==> config.mk <==
export PLATFORM = sky130hd
export DESIGN_NAME = csr_file
export DESIGN_NICKNAME = d
export VERILOG_FILES = /design/src/rtl/csr_pkg.sv /design/src/rtl/csr_counter.sv /design/src/rtl/csr_file.sv
export SDC_FILE = /design/constraint.sdc
export NUM_CORES = 1
export LEC_CHECK = 0
export BUFFER_PORTS_ARGS = -buffer_cell sky130_fd_sc_hd__buf_2
export CELL_PAD_IN_SITES_DETAIL_PLACEMENT = 1
export CELL_PAD_IN_SITES_GLOBAL_PLACEMENT = 2
export CORE_ASPECT_RATIO = 0.75
export CORE_MARGIN = 1.5
export CORE_UTILIZATION = 32
export DETAILED_ROUTE_END_ITERATION = 10
export PLACE_DENSITY = 0.83
export SLEW_MARGIN = 30
export SYNTH_ARGS = -nofsm -noshare
export SYNTH_HDL_FRONTEND = slang
export SYNTH_SLANG_ARGS = --single-unit
==> constraint.sdc <==
create_clock -name clk -period 3.25 [get_ports clk]
set_input_delay 0.325 -clock clk [delete_from_list [all_inputs] [get_ports clk]]
set_output_delay 0.325 -clock clk [all_outputs]
set_load 0.005 [all_outputs]
==> src/rtl/csr_pkg.sv <==
// csr_pkg: CSR addresses, access encoding, bit indices, cause codes and mstatus fields
package csr_pkg;
  localparam logic [11:0] CSR_MSTATUS   = 12'h300;
  localparam logic [11:0] CSR_MISA      = 12'h301;
  localparam logic [11:0] CSR_MIE       = 12'h304;
  localparam logic [11:0] CSR_MTVEC     = 12'h305;
  localparam logic [11:0] CSR_MSCRATCH  = 12'h340;
  localparam logic [11:0] CSR_MEPC      = 12'h341;
  localparam logic [11:0] CSR_MCAUSE    = 12'h342;
  localparam logic [11:0] CSR_MTVAL     = 12'h343;
  localparam logic [11:0] CSR_MIP       = 12'h344;
  localparam logic [11:0] CSR_MCYCLE    = 12'hB00;
  localparam logic [11:0] CSR_MINSTRET  = 12'hB02;
  localparam logic [11:0] CSR_MCYCLEH   = 12'hB80;
  localparam logic [11:0] CSR_MINSTRETH = 12'hB82;
  localparam logic [11:0] CSR_MVENDORID = 12'hF11;
  localparam logic [11:0] CSR_MARCHID   = 12'hF12;
  localparam logic [11:0] CSR_MIMPID    = 12'hF13;
  localparam logic [11:0] CSR_MHARTID   = 12'hF14;
  typedef enum logic [1:0] {
    CSR_READ_ONLY = 2'b00,
    CSR_WRITE     = 2'b01,
    CSR_SET       = 2'b10,
    CSR_CLEAR     = 2'b11
  } csr_access_e;
  localparam int MSTATUS_MIE  = 3;
  localparam int MSTATUS_MPIE = 7;
  localparam int MSTATUS_MPP  = 11;
  localparam int MIE_MSIE     = 3;
  localparam int MIE_MTIE     = 7;
  localparam int MIE_MEIE     = 11;
  localparam int MIP_MSIP     = 3;
  localparam int MIP_MTIP     = 7;
  localparam int MIP_MEIP     = 11;
  localparam int CAUSE_ILLEGAL_INSTR = 2;
  localparam int CAUSE_BREAKPOINT    = 3;
  localparam int CAUSE_ECALL_M       = 11;
  localparam int CAUSE_IRQ_SOFT      = 3;
  localparam int CAUSE_IRQ_TIMER     = 7;
  localparam int CAUSE_IRQ_EXT       = 11;
  typedef struct packed {
    logic mpie;
    logic mie;
  } mstatus_t;
  function automatic logic [63:0] csr_wdata(input logic [1:0] t, input logic [63:0] cur, input logic [63:0] op);
    return t == CSR_SET ? cur | op : t == CSR_CLEAR ? cur & ~op : op;
  endfunction
endpackage

==> src/rtl/csr_counter.sv <==
// csr_counter: free-running counter whose low/high halves can be overwritten from an XLEN bus
module csr_counter #(
  parameter int CNT_WIDTH = 64,
  parameter int XLEN      = 32
) (
  input  logic                 clk,
  input  logic                 reset_n,
  input  logic                 inc,
  input  logic                 wr_lo,
  input  logic                 wr_hi,
  input  logic [XLEN-1:0]      data,
  output logic [CNT_WIDTH-1:0] value
);
  localparam int LW = CNT_WIDTH > XLEN ? XLEN : CNT_WIDTH;
  localparam logic [CNT_WIDTH-1:0] LO_MASK = (CNT_WIDTH'(1) << LW) - CNT_WIDTH'(1);
  logic [CNT_WIDTH-1:0] cnt_q, cnt_d, wide;
  always_comb begin
    wide  = CNT_WIDTH'(data);
    cnt_d = wr_lo ? (cnt_q & ~LO_MASK) | (wide & LO_MASK)
          : wr_hi ? (cnt_q & LO_MASK) | ((wide << LW) & ~LO_MASK)
          : cnt_q + CNT_WIDTH'(inc);
  end
  always_ff @(posedge clk or negedge reset_n)
    if (!reset_n) cnt_q <= '0;
    else          cnt_q <= cnt_d;
  assign value = cnt_q;
endmodule

==> src/rtl/csr_file.sv <==
// csr_file: machine-mode CSRs, counters, trap entry/mret sequencing and interrupt pending
module csr_file
  import csr_pkg::*;
#(
  parameter int XLEN      = 32,
  parameter int HART_ID   = 0,
  parameter int CNT_WIDTH = 64
) (
  input  logic            clk,
  input  logic            reset_n,
  input  logic [11:0]     number,
  input  logic [1:0]      access_type,
  input  logic [XLEN-1:0] in,
  output logic [XLEN-1:0] out,
  output logic            illegal,
  input  logic            retire,
  input  logic            trap_valid,
  input  logic [XLEN-1:0] trap_cause,
  input  logic [XLEN-1:0] trap_pc,
  input  logic [XLEN-1:0] trap_tval,
  input  logic            mret,
  output logic [XLEN-1:0] trap_target,
  output logic [XLEN-1:0] epc,
  input  logic            irq_ext,
  input  logic            irq_timer,
  input  logic            irq_soft,
  output logic            irq_pending
);
  localparam bit IS_RV32 = XLEN == 32;
  localparam logic [XLEN-1:0] MIE_MASK = XLEN'(1) << MIE_MSIE | XLEN'(1) << MIE_MTIE | XLEN'(1) << MIE_MEIE;
  localparam logic [XLEN-1:0] MISA_VAL = XLEN'(XLEN == 64 ? 2 : 1) << (XLEN - 2) | XLEN'(1) << 8;
  mstatus_t        mstatus_q, mstatus_d;
  logic [XLEN-1:0] mtvec_q, mtvec_d, mie_q, mie_d, mscratch_q, mscratch_d;
  logic [XLEN-1:0] mepc_q, mepc_d, mcause_q, mcause_d, mtval_q, mtval_d;
  logic [XLEN-1:0] mstatus_rd, mip_rd, wdata;
  logic [CNT_WIDTH-1:0] mcycle, minstret;
  logic impl, we;
  assign mstatus_rd = XLEN'(2'b11) << MSTATUS_MPP | XLEN'(mstatus_q.mpie) << MSTATUS_MPIE | XLEN'(mstatus_q.mie) << MSTATUS_MIE;
  assign mip_rd     = XLEN'(irq_soft) << MIP_MSIP | XLEN'(irq_timer) << MIP_MTIP | XLEN'(irq_ext) << MIP_MEIP;
  always_comb begin
    impl = 1'b1;
    out  = '0;
    case (number)
      CSR_MISA:      out = MISA_VAL;
      CSR_MVENDORID, CSR_MARCHID, CSR_MIMPID: out = '0;
      CSR_MHARTID:   out = XLEN'(HART_ID);
      CSR_MSTATUS:   out = mstatus_rd;
      CSR_MTVEC:     out = mtvec_q;
      CSR_MIE:       out = mie_q;
      CSR_MIP:       out = mip_rd;
      CSR_MSCRATCH:  out = mscratch_q;
      CSR_MEPC:      out = mepc_q;
      CSR_MCAUSE:    out = mcause_q;
      CSR_MTVAL:     out = mtval_q;
      CSR_MCYCLE:    out = XLEN'(mcycle);
      CSR_MINSTRET:  out = XLEN'(minstret);
      CSR_MCYCLEH: begin
        impl = IS_RV32;
        out  = IS_RV32 ? XLEN'(mcycle >> XLEN) : '0;
      end
      CSR_MINSTRETH: begin
        impl = IS_RV32;
        out  = IS_RV32 ? XLEN'(minstret >> XLEN) : '0;
      end
      default:       impl = 1'b0;
    endcase
  end
  assign illegal = !impl || (number[11:10] == 2'b11 && access_type != CSR_READ_ONLY);
  assign we      = access_type != CSR_READ_ONLY && !illegal && !trap_valid && !mret;
  assign wdata   = XLEN'(csr_wdata(access_type, 64'(out), 64'(in)));
  always_comb begin
    mstatus_d  = mstatus_q;
    mtvec_d    = mtvec_q;
    mie_d      = mie_q;
    mscratch_d = mscratch_q;
    mepc_d     = mepc_q;
    mcause_d   = mcause_q;
    mtval_d    = mtval_q;
    if (trap_valid) begin
      mepc_d    = trap_pc & ~XLEN'(3);
      mcause_d  = trap_cause;
      mtval_d   = trap_tval;
      mstatus_d = '{mpie: mstatus_q.mie, mie: 1'b0};
    end else if (mret) begin
      mstatus_d = '{mpie: 1'b1, mie: mstatus_q.mpie};
    end else if (we) begin
      case (number)
        CSR_MSTATUS:  mstatus_d  = '{mpie: wdata[MSTATUS_MPIE], mie: wdata[MSTATUS_MIE]};
        CSR_MTVEC:    mtvec_d    = {wdata[XLEN-1:2], wdata[1] ? 2'b00 : wdata[1:0]};
        CSR_MIE:      mie_d      = wdata & MIE_MASK;
        CSR_MSCRATCH: mscratch_d = wdata;
        CSR_MEPC:     mepc_d     = wdata & ~XLEN'(3);
        CSR_MCAUSE:   mcause_d   = wdata;
        CSR_MTVAL:    mtval_d    = wdata;
        default:      ;
      endcase
    end
  end
  always_ff @(posedge clk or negedge reset_n)
    if (!reset_n) begin
      mstatus_q  <= '0;
      mtvec_q    <= '0;
      mie_q      <= '0;
      mscratch_q <= '0;
      mepc_q     <= '0;
      mcause_q   <= '0;
      mtval_q    <= '0;
    end else begin
      mstatus_q  <= mstatus_d;
      mtvec_q    <= mtvec_d;
      mie_q      <= mie_d;
      mscratch_q <= mscratch_d;
      mepc_q     <= mepc_d;
      mcause_q   <= mcause_d;
      mtval_q    <= mtval_d;
    end
  csr_counter #(.CNT_WIDTH(CNT_WIDTH), .XLEN(XLEN)) u_mcycle (
    .clk(clk), .reset_n(reset_n), .inc(1'b1),
    .wr_lo(we && number == CSR_MCYCLE), .wr_hi(we && number == CSR_MCYCLEH),
    .data(wdata), .value(mcycle)
  );
  csr_counter #(.CNT_WIDTH(CNT_WIDTH), .XLEN(XLEN)) u_minstret (
    .clk(clk), .reset_n(reset_n), .inc(retire),
    .wr_lo(we && number == CSR_MINSTRET), .wr_hi(we && number == CSR_MINSTRETH),
    .data(wdata), .value(minstret)
  );
  // vectoring applies only to interrupts; exceptions always enter at BASE
  assign trap_target = {mtvec_q[XLEN-1:2], 2'b00} +
                       (mtvec_q[1:0] == 2'b01 && trap_cause[XLEN-1] ? {trap_cause[XLEN-3:0], 2'b00} : '0);
  assign epc         = mepc_q;
  assign irq_pending = mstatus_q.mie & |(mie_q & mip_rd);
endmodule

## Word-level counts from Yosys, hierarchy flattened

Index checks and enable logic that the tools add are counted.

| operators by class | value |
|---|---|
| add/subtract/negate cells | 3 |
| multiply operators | 0 |
| div/mod/pow operators | 0 |
| magnitude comparators | 0 |
| equal/unequal tests | 22 |
| shift operators | 0 |
| muxes and demuxes | 26 |
| bitwise logic cells | 14 |
| reduce and logical (&&, ||, !) cells | 30 |

Operators by type and width:

| operator | count |
|---|---|
| $mux W32 | 15 |
| $pmux W32 S13 | 1 |
| $mux W64 | 4 |
| $or A32 B64 Y64 | 2 |
| $or A64 B32 Y64 | 2 |
| $eq A12 B10 Y1 const B | 9 |
| $eq A12 B12 Y1 const B | 8 |
| $add A64 B1 Y64 | 1 |
| $add A64 B1 Y64 const B | 1 |
| $add A32 B32 Y32 | 1 |
| $and A32 B32 Y32 | 1 |
| $not A32 Y32 | 1 |
| $or A32 B32 Y32 | 1 |
| $reduce_or A32 Y1 | 1 |
| $reduce_or A17 Y1 | 1 |
| $or A13 B4 Y13 | 1 |
| $and A12 B12 Y12 | 1 |
| $or A8 B12 Y12 | 1 |
| $reduce_and A4 Y1 | 3 |
| $reduce_bool A2 Y1 | 5 |
| $logic_and A1 B1 Y1 | 9 |
| $reduce_and A3 Y1 | 3 |
| $mux W2 | 4 |
| $or A4 B8 Y8 | 1 |
| other kinds (10) | 18 |

| storage, ports and cells | value |
|---|---|
| bits in registers | 293 |
| bits in latches | 0 |
| RAM bits | 0 |
| bits in read-only memories | 0 |
| input port bits | 150 |
| word-level logic and storage cells | 105 |
| memories | 0 |

## Depth between registers and ports, before layout

Gate-level depths: netlist of the first run.

| depth | value |
|---|---|
| word-level depth | 12 |
| depth in mapped cells | 12 |

## Cells and area by module

Synthesis of the first run repeated with hierarchy kept, for this count alone.

| unflattened totals | value |
|---|---|
| cells, all modules | 2300 |
| area total of the unflattened synthesis | 19962.9 sq um |

Modules (own cells, without submodules):

| module | times used | cells an instance | area each (sq um) | seq. area each (sq um) |
|---|---|---|---|---|
| csr_file | 1 | 1316 | 11735.0 | 4053.9 |
| csr_counter (u_mcycle) | 1 | 501 | 4181.5 | 1601.5 |
| csr_counter (u_minstret) | 1 | 483 | 4046.4 | 1601.5 |

## Least setup slack after synthesis of the first run

No wires, ideal clock.

| path | value |
|---|---|
| path kind | register -> output |
| from | reg mtvec_q[0] |
| to | out trap_target[28] |
| arrival time | 2.959 ns |
| data required time | 2.925 ns |
| slack | -0.034 ns |
| cell stages (with the launch flop) | 12 |
| path buffers | 1 |
| cells stage by stage | dfrtp_1 > clkbuf_1 > and3_1 > ha_1 > fa_1 > a211oi_1 > o21ai_0 > a32o_1 > a311oi_1 > o31ai_1 > o41ai_1 > xnor2_1 |

| on the way | value |
|---|---|
| cells in the longest elaborated chain, start to end | 4 |

Ends and longest elaborated chain:

| item | line | RTL |
|---|---|---|
| start, declared | csr_file.sv:33 | `logic [XLEN-1:0] mtvec_q, mtvec_d, mie_q, mie_d, mscratch_q, mscratch_d;` |
| start signal, assigned | csr_file.sv:110 | `mtvec_q <= mtvec_d;` |
| $eq A2 B1 Y1 | csr_file.sv:129 | `(mtvec_q[1:0] == 2'b01 && trap_cause[XLEN-1] ? {trap_cause[XLEN-3:0], 2'b00} : '0);` |
| $logic_and A1 B1 Y1 | csr_file.sv:129 |  |
| $mux W32 | csr_file.sv:129 |  |
| $add A32 B32 Y32 | csr_file.sv:128 | `assign trap_target = {mtvec_q[XLEN-1:2], 2'b00} +` |
| end, declared | csr_file.sv:22 | `output logic [XLEN-1:0] trap_target,` |

No other way between the ends.

## Worst setup path after layout of the first run

| path | value |
|---|---|
| from | reg mtvec_q[0] |
| to | out trap_target[18] |

The elaborated chain is that of the path after synthesis.

==> flow_summary.json, run 1 <==
{
  "crit_path_end": "trap_target[18]",
  "clk_latency_ns": 0.56,
  "slowest_stage": "dfrtp_2",
  "pin_count": 248,
  "fillCellCount": 7163,
  "clkPwrFrac": 0.461,
  "cts_tree": "done",
  "dr.pass1.iters": 9,
  "worstMarginPinSlew_ns": 0.978,
  "synth_top_cell_area_share": 0.373,
  "cp_slowest_stage_delay_ns": 0.43,
  "hold_class": "in2reg",
  "fmax_mhz": 267,
  "drtIter0Drc": 2388,
  "slew_headroom": 0.344,
  "layout-drive-gt1-share": 0.279,
  "pwr-share-seq": 0.422,
  "finalSetupViolCount": 20,
  "async_flop_share": 1.00,
  "skew_ns": 0.0292,
  "outcome": "finished, violations left",
  "yosys_warnings": 0,
  "cts_made_buffers": 35,
  "synth_top_family_by_area": "compound AO/OA/AOI/OAI gates",
  "holdWs_ns": 0.00355,
  "die_x_um": 288,
  "yosysMostFrequentCell": "nand2_1",
  "area_growth_pct": 31.9,
  "num-nets-final": 2959,
  "worstPathCellList": "and3_4, ha_4, fa_2, a211oi_4, o21ai_2, a32o_2, buf_4, buf_6, o21a_1, o21ai_1, nand2b_1, a21oi_2, xnor2_1, buf_2",
  "syn_area_um2": 19400,
  "fin_crit_sh": 1.15,
  "gr-total-overflow": 0,
  "h-tree-depth": 2,
  "startpoint": "mtvec_q[0]",
  "clkTransAtPathRegs_ns": 0.07,
  "syn_area_per_cell_um2": 8.31,
  "drv_slew": 0,
  "layout_setup_ws_ns": -0.496,
  "ys_ff_latch": 290,
  "setup-tns-final_ns": -5.63,
  "synth_compound_gate_area_share": 0.274,
  "hold_viol": 0,
  "p_total_mw": 9.55,
  "synth_common_cells": "334 x nand2_1, 290 x dfrtp_1, 278 x o21ai_0, 197 x a21oi_1, 151 x nor2_1",
  "postLayoutCoreUtil": 0.425,
  "clockRootBuffer": "clkbuf_16",
  "cp-end-kind": "primary output",
  "ys_seq_area_frac": 0.373,
  "routed_wl_um": 98000,
  "regArea_um2": 7260,
  "clockBufferDepth": 3,
  "drv_cap": 0,
  "p_sw_frac": 0.282,
  "synthCells": 2340,
  "crit_arrival_ns": 3.42,
  "path_depth": 14,
  "ys.flop_type": "dfrtp_1",
  "fp.coreArea_um2": 60300,
  "r2r_cells": 11,
  "gp_congestion": 0.955,
  "die_h_um": 216,
  "hpwl_um": 73600,
  "r2r_end": "u_minstret.value[32]",
  "clock_sinks": 290,
  "worstReg2RegStart": "u_minstret.value[0]",
  "port_buffers": 241,
  "synthSimpleGateAreaFrac": 0.225,
  "rows": 78,
  "start_kind": "flip-flop",
  "p_int_mw": 6.86,
  "place_ws_ns": -0.576,
  "multi_input_comb_area_um2": 11700,
  "grt_use_total": 0.309,
  "synthAdderAreaFrac": 0.0216,
  "grt_pass1_vias": 22300,
  "initial_core_util": 0.322,
  "viasPerCell": 6.08,
  "grt_max_degree": 189,
  "synth-xor-area-share": 0.0113,
  "power_leakage_nw": 11.8,
  "synth_mux_area_frac": 0.0436,
  "ant_nets": 0,
  "critical_path.top_delay_family": "compound AO/OA/AOI/OAI gates",
  "combPwrFrac": 0.117,
  "crit_required_ns": 2.92,
  "power_switching_mw": 2.69,
  "num_vias": 21900,
  "critical_path_class": "reg2out",
  "power.density_nw_per_um2": 372,
  "synthTopCellsByArea": "dfrtp_1 37%, o21ai_0 7.2%, nand2_1 6.4%",
  "drcViolationCount": 0,
  "violations": "setup timing",
  "ys_types": 107,
  "yosys.area.top_type": "dfrtp_1",
  "antenna_found_initial": 2,
  "design.die.area_um2": 62300,
  "worst-path-buf-inv": 3,
  "finalCriticalPeriod_ns": 3.75,
  "rsz0062_at_grt": "yes",
  "wl_per_cell_um": 27.2,
  "grt_pass1_wl_um": 146000,
  "cp_max_fo": 3,
  "synth_edf_count": 0,
  "r2r_setup_slack_ns": 0.25,
  "irDropWorstVdd_uv": 301
}
-- routing by layer --
metal	vias up	global-route usage	part of all wire
li1	9609	-	-
met1	11100	0.446	0.45
met2	1023	0.467	0.44
met3	184	0.0486	0.076
met4	2	0.103	0.034
met5	-	0	0.000071
-- state kept, by name, indices dropped and copies added, names as in the netlist --
name,cells
mie_q,3
mtval_q,32
epc,30
mtvec_q,31
mcause_q,32
mscratch_q,32
u_minstret.value,64
mstatus_q,2
u_mcycle.value,64
-- stage by stage --
stage / area [um2] / cells
finish: 25600 / 3604
global route: 25600 / 3604
CTS: 25500 / 3600
detailed placement: 23500 / 3508
global placement: 23500 / 3508
floorplan: 19500 / 2343
-- layout make-up --
| type | instances | area share |
|---|---|---|
| Clock buffer | 46 | 0.0397 |
| Multi-Input combinational cell | 1842 | 0.458 |
| Sequential cell | 290 | 0.283 |
| Inverter | 42 | 0.00615 |
| Antenna cell | 1 | 0.0000976 |
| Clock inverter | 18 | 0.00937 |
| Timing Repair Buffer | 565 | 0.164 |
| Tap cell | 800 | 0.0390 |
-- worst min-delay path by stage --
| stage | to | cells past startpoint | from |
|---|---|---|---|
| finish | mtval_q[3] | 3 | trap_tval[3] |
| global route | epc[29] | 3 | trap_pc[29] |
| CTS | mtval_q[3] | 3 | trap_tval[3] |
| detailed placement | u_mcycle.value[55] | 1 | reset_n |
| global placement | u_mcycle.value[55] | 1 | reset_n |
| floorplan | epc[10] | 0 | reset_n |
-- worst min-delay path, stage by stage --
cell and delay, ns:
buf_2 0.08, nand2_1 0.04, o21ai_0 0.06
-- layout by cell type, fill, tap and decap left out, types with 19 or more instances in the layout --
cell type | netlist | layout
dfrtp_1 | 290 | 289
nand2b_1 | 20 | 19
a222oi_1 | 33 | 33
o21ai_1 | 18 | 26
nor2_1 | 151 | 145
buf_4 | 20 | 265
mux2i_1 | 52 | 52
nor3_1 | 45 | 45
a21oi_1 | 197 | 188
buf_2 | 52 | 239
inv_1 | 42 | 42
nand4_1 | 30 | 30
clkbuf_16 | 0 | 36
nand2_1 | 334 | 322
o21ai_0 | 278 | 265
mux2_2 | 29 | 29
and3_1 | 55 | 45
nand3_1 | 77 | 77
buf_12 | 0 | 36
nor4_1 | 20 | 20
a22oi_1 | 77 | 77
-- power groups by stage --
stage / combinational [mW] / clock [mW] / sequential [mW]
finish: 1.12 / 4.40 / 4.03
global route: 1.20 / 4.60 / 4.04
CTS: 1.11 / 4.44 / 4.02
detailed placement: 1.08 / 0 / 4.09
global placement: 1.05 / 0 / 4.07
floorplan: 0.438 / 0 / 3.99
-- timing repair --
item                       in CTS  in global routing
pin swaps                      35                 16
hold buffers                   15                  0
hold endpoints to repair       77                  0
buffers inserted               12                  3
resized for setup              84                 24
gates cloned                    2                  0
setup endpoints to repair      22                 20
-- cells by family (layout without fill, tap and decap cells) --
group / after synthesis / in the layout
and+or+nand+nor: 865 / 865
AOI/OAI and AO/OA: 834 / 834
DFF: 290 / 290
buffers and inverters: 211 / 671
muxes: 81 / 81
adders and majority gates: 33 / 33
xor gates and xnor gates: 25 / 25
other: 1 / 5
No activity file was read; power rests on OpenSTA's default activity.
==> run 2, diff against run 1 <==
- HOLD_SLACK_MARGIN: unset -> 0.15
- RECOVER_POWER: unset -> 25
==> run 2 against run 1 <==
  * The flow finishes with violations (capacitance limit, slew limit, setup timing)
  * Non-clock buffer count rose by 79
  * Design area rose by 3.0%
  * Count of clock-buffer cells in the layout did not move
==> flow_summary.json, run 2 (synthesis gave the netlist of run 1 again) <==
{
  "finalCriticalPeriod_ns": 3.78,
  "area_growth_pct": 35.8,
  "worst-path-buf-inv": 2,
  "port_buffers": 241,
  "clk_latency_ns": 0.56,
  "start_kind": "flip-flop",
  "die_x_um": 288,
  "r2r_setup_slack_ns": 0.25,
  "ant_nets": 0,
  "cts_tree": "done",
  "viasPerCell": 6.09,
  "die_h_um": 216,
  "crit_arrival_ns": 3.46,
  "fmax_mhz": 264,
  "r2r_cells": 11,
  "path_depth": 11,
  "layout-drive-gt1-share": 0.272,
  "cp_slowest_stage_delay_ns": 0.43,
  "critical_path_class": "reg2out",
  "slew_headroom": -0.254,
  "worstPathCellList": "buf_4, and3_4, fa_2, a211oi_4, o21ai_2, a32o_2, a311oi_4, o31ai_4, o41ai_2, xnor2_1, buf_2",
  "dp_cells": 3508,
  "final_common_cell": "nand2_1",
  "clockRootBuffer": "clkbuf_16",
  "violations": "capacitance limit, slew limit, setup timing",
  "setup-tns-final_ns": -6.43,
  "grt_use_total": 0.315,
  "worstReg2RegStart": "u_minstret.value[0]",
  "routed_wl_um": 101000,
  "pin_count": 248,
  "rsz0062_at_grt": "yes",
  "min_to": "mcause_q[7]",
  "cp_max_fo": 8,
  "final_cells": 3683,
  "outcome": "finished, violations left",
  "drv_cap": 1,
  "fin_crit_sh": 1.16,
  "antenna_found_initial": 4,
  "irDropWorstVdd_uv": 303,
  "power.density_nw_per_um2": 365,
  "slowest_stage": "dfrtp_2",
  "clockBufferDepth": 3,
  "r2r_end": "u_minstret.value[30]",
  "drv_slew": 69,
  "layout_setup_ws_ns": -0.535,
  "rows": 78,
  "design.die.area_um2": 62300,
  "clock_sinks": 290,
  "gp_congestion": 0.955,
  "cp-end-kind": "primary output",
  "fp.coreArea_um2": 60300,
  "drcViolationCount": 0,
  "finalSetupViolCount": 20,
  "worstHoldStart": "trap_cause[7]",
  "crit_required_ns": 2.92,
  "grt_max_degree": 189,
  "grt_pass1_vias": 23000,
  "cts_made_buffers": 35,
  "gr-total-overflow": 0,
  "worstMarginPinSlew_ns": 1.88,
  "clkTransAtPathRegs_ns": 0.07,
  "hold_depth": 4,
  "hpwl_um": 73600,
  "num_vias": 22400,
  "power_leakage_nw": 12.1,
  "num-nets-final": 3038,
  "postLayoutCoreUtil": 0.438,
  "critical_path.top_delay_family": "compound AO/OA/AOI/OAI gates",
  "final_cell_mix": "322 x nand2_1, 289 x dfrtp_1, 266 x o21ai_0, 265 x buf_4, 239 x buf_2",
  "skew_ns": 0.0299,
  "hold_class": "in2reg",
  "hold_viol": 0,
  "h-tree-depth": 2,
  "initial_core_util": 0.322,
  "wl_per_cell_um": 27.3,
  "grt_pass1_wl_um": 149000,
  "dr.pass1.iters": 8,
  "drtIter0Drc": 2279
}
run 2: power by group:
part           switching [mW]  internal [mW]  leakage (nW)  total (mW)
sequential              0.238           3.79          3.68        4.03
clock                    1.78           2.62         0.626        4.41
combinational           0.697          0.498          7.84        1.19
total                    2.72           6.91          12.1        9.63
run 2: what timing repair did:
action	CTS	global route
pin swaps	35	16
hold buffers	94	0
gates cloned	2	0
endpoints found under the hold margin	156	0
endpoints found under the setup margin	22	23
setup buffers	12	3
resized for setup	84	26
run 2: cell type report:
class | count | area (um2)
clock buffers | 46 | 1020
multi-input cells | 1842 | 11800
fillers | 7136 | 33900
repair buffers | 644 | 4960
flip-flops and latches | 290 | 7260
diodes | 1 | 2.50
well taps | 800 | 1000
clock inverters | 18 | 240
inverters | 42 | 158
run 2: worst max-delay path by stage:
stage,from,end,slack [ns]
finish,mtvec_q[0],trap_target[28],-0.53
global route,mtvec_q[0],trap_target[28],-0.66
CTS,mtvec_q[0],trap_target[28],-0.53
detailed placement,trap_cause[31],trap_target[28],-0.58
global placement,trap_cause[31],trap_target[28],-0.42
floorplan,mtvec_q[0],trap_target[28],0.01
run 2: routing by layer:
metal | vias to the layer above | track usage | part of all wire
met3 | 217 | 0.0569 | 0.081
met4 | 6 | 0.111 | 0.036
li1 | 9754 | - | -
met5 | - | 0 | 0.00038
met1 | 11400 | 0.444 | 0.44
met2 | 1077 | 0.480 | 0.44
run 2: tightest hold or removal path: stages:
cell     delay, ns
buf_2         0.10
buf_4         0.12
nand2_1       0.05
o21ai_0       0.10
run 2: stage by stage:
stage	worst slack [ns]	area, um2	power [mW]	hold slack [ns]
finish	-0.535	26400	9.63	0.198
CTS	-0.525	26300	9.64	0.174
detailed placement	-0.576	23500	5.17	0.323
global route	-0.661	26400	9.92	0.193
global placement	-0.418	23500	5.13	0.325
floorplan	0.0145	19500	4.43	0.0294
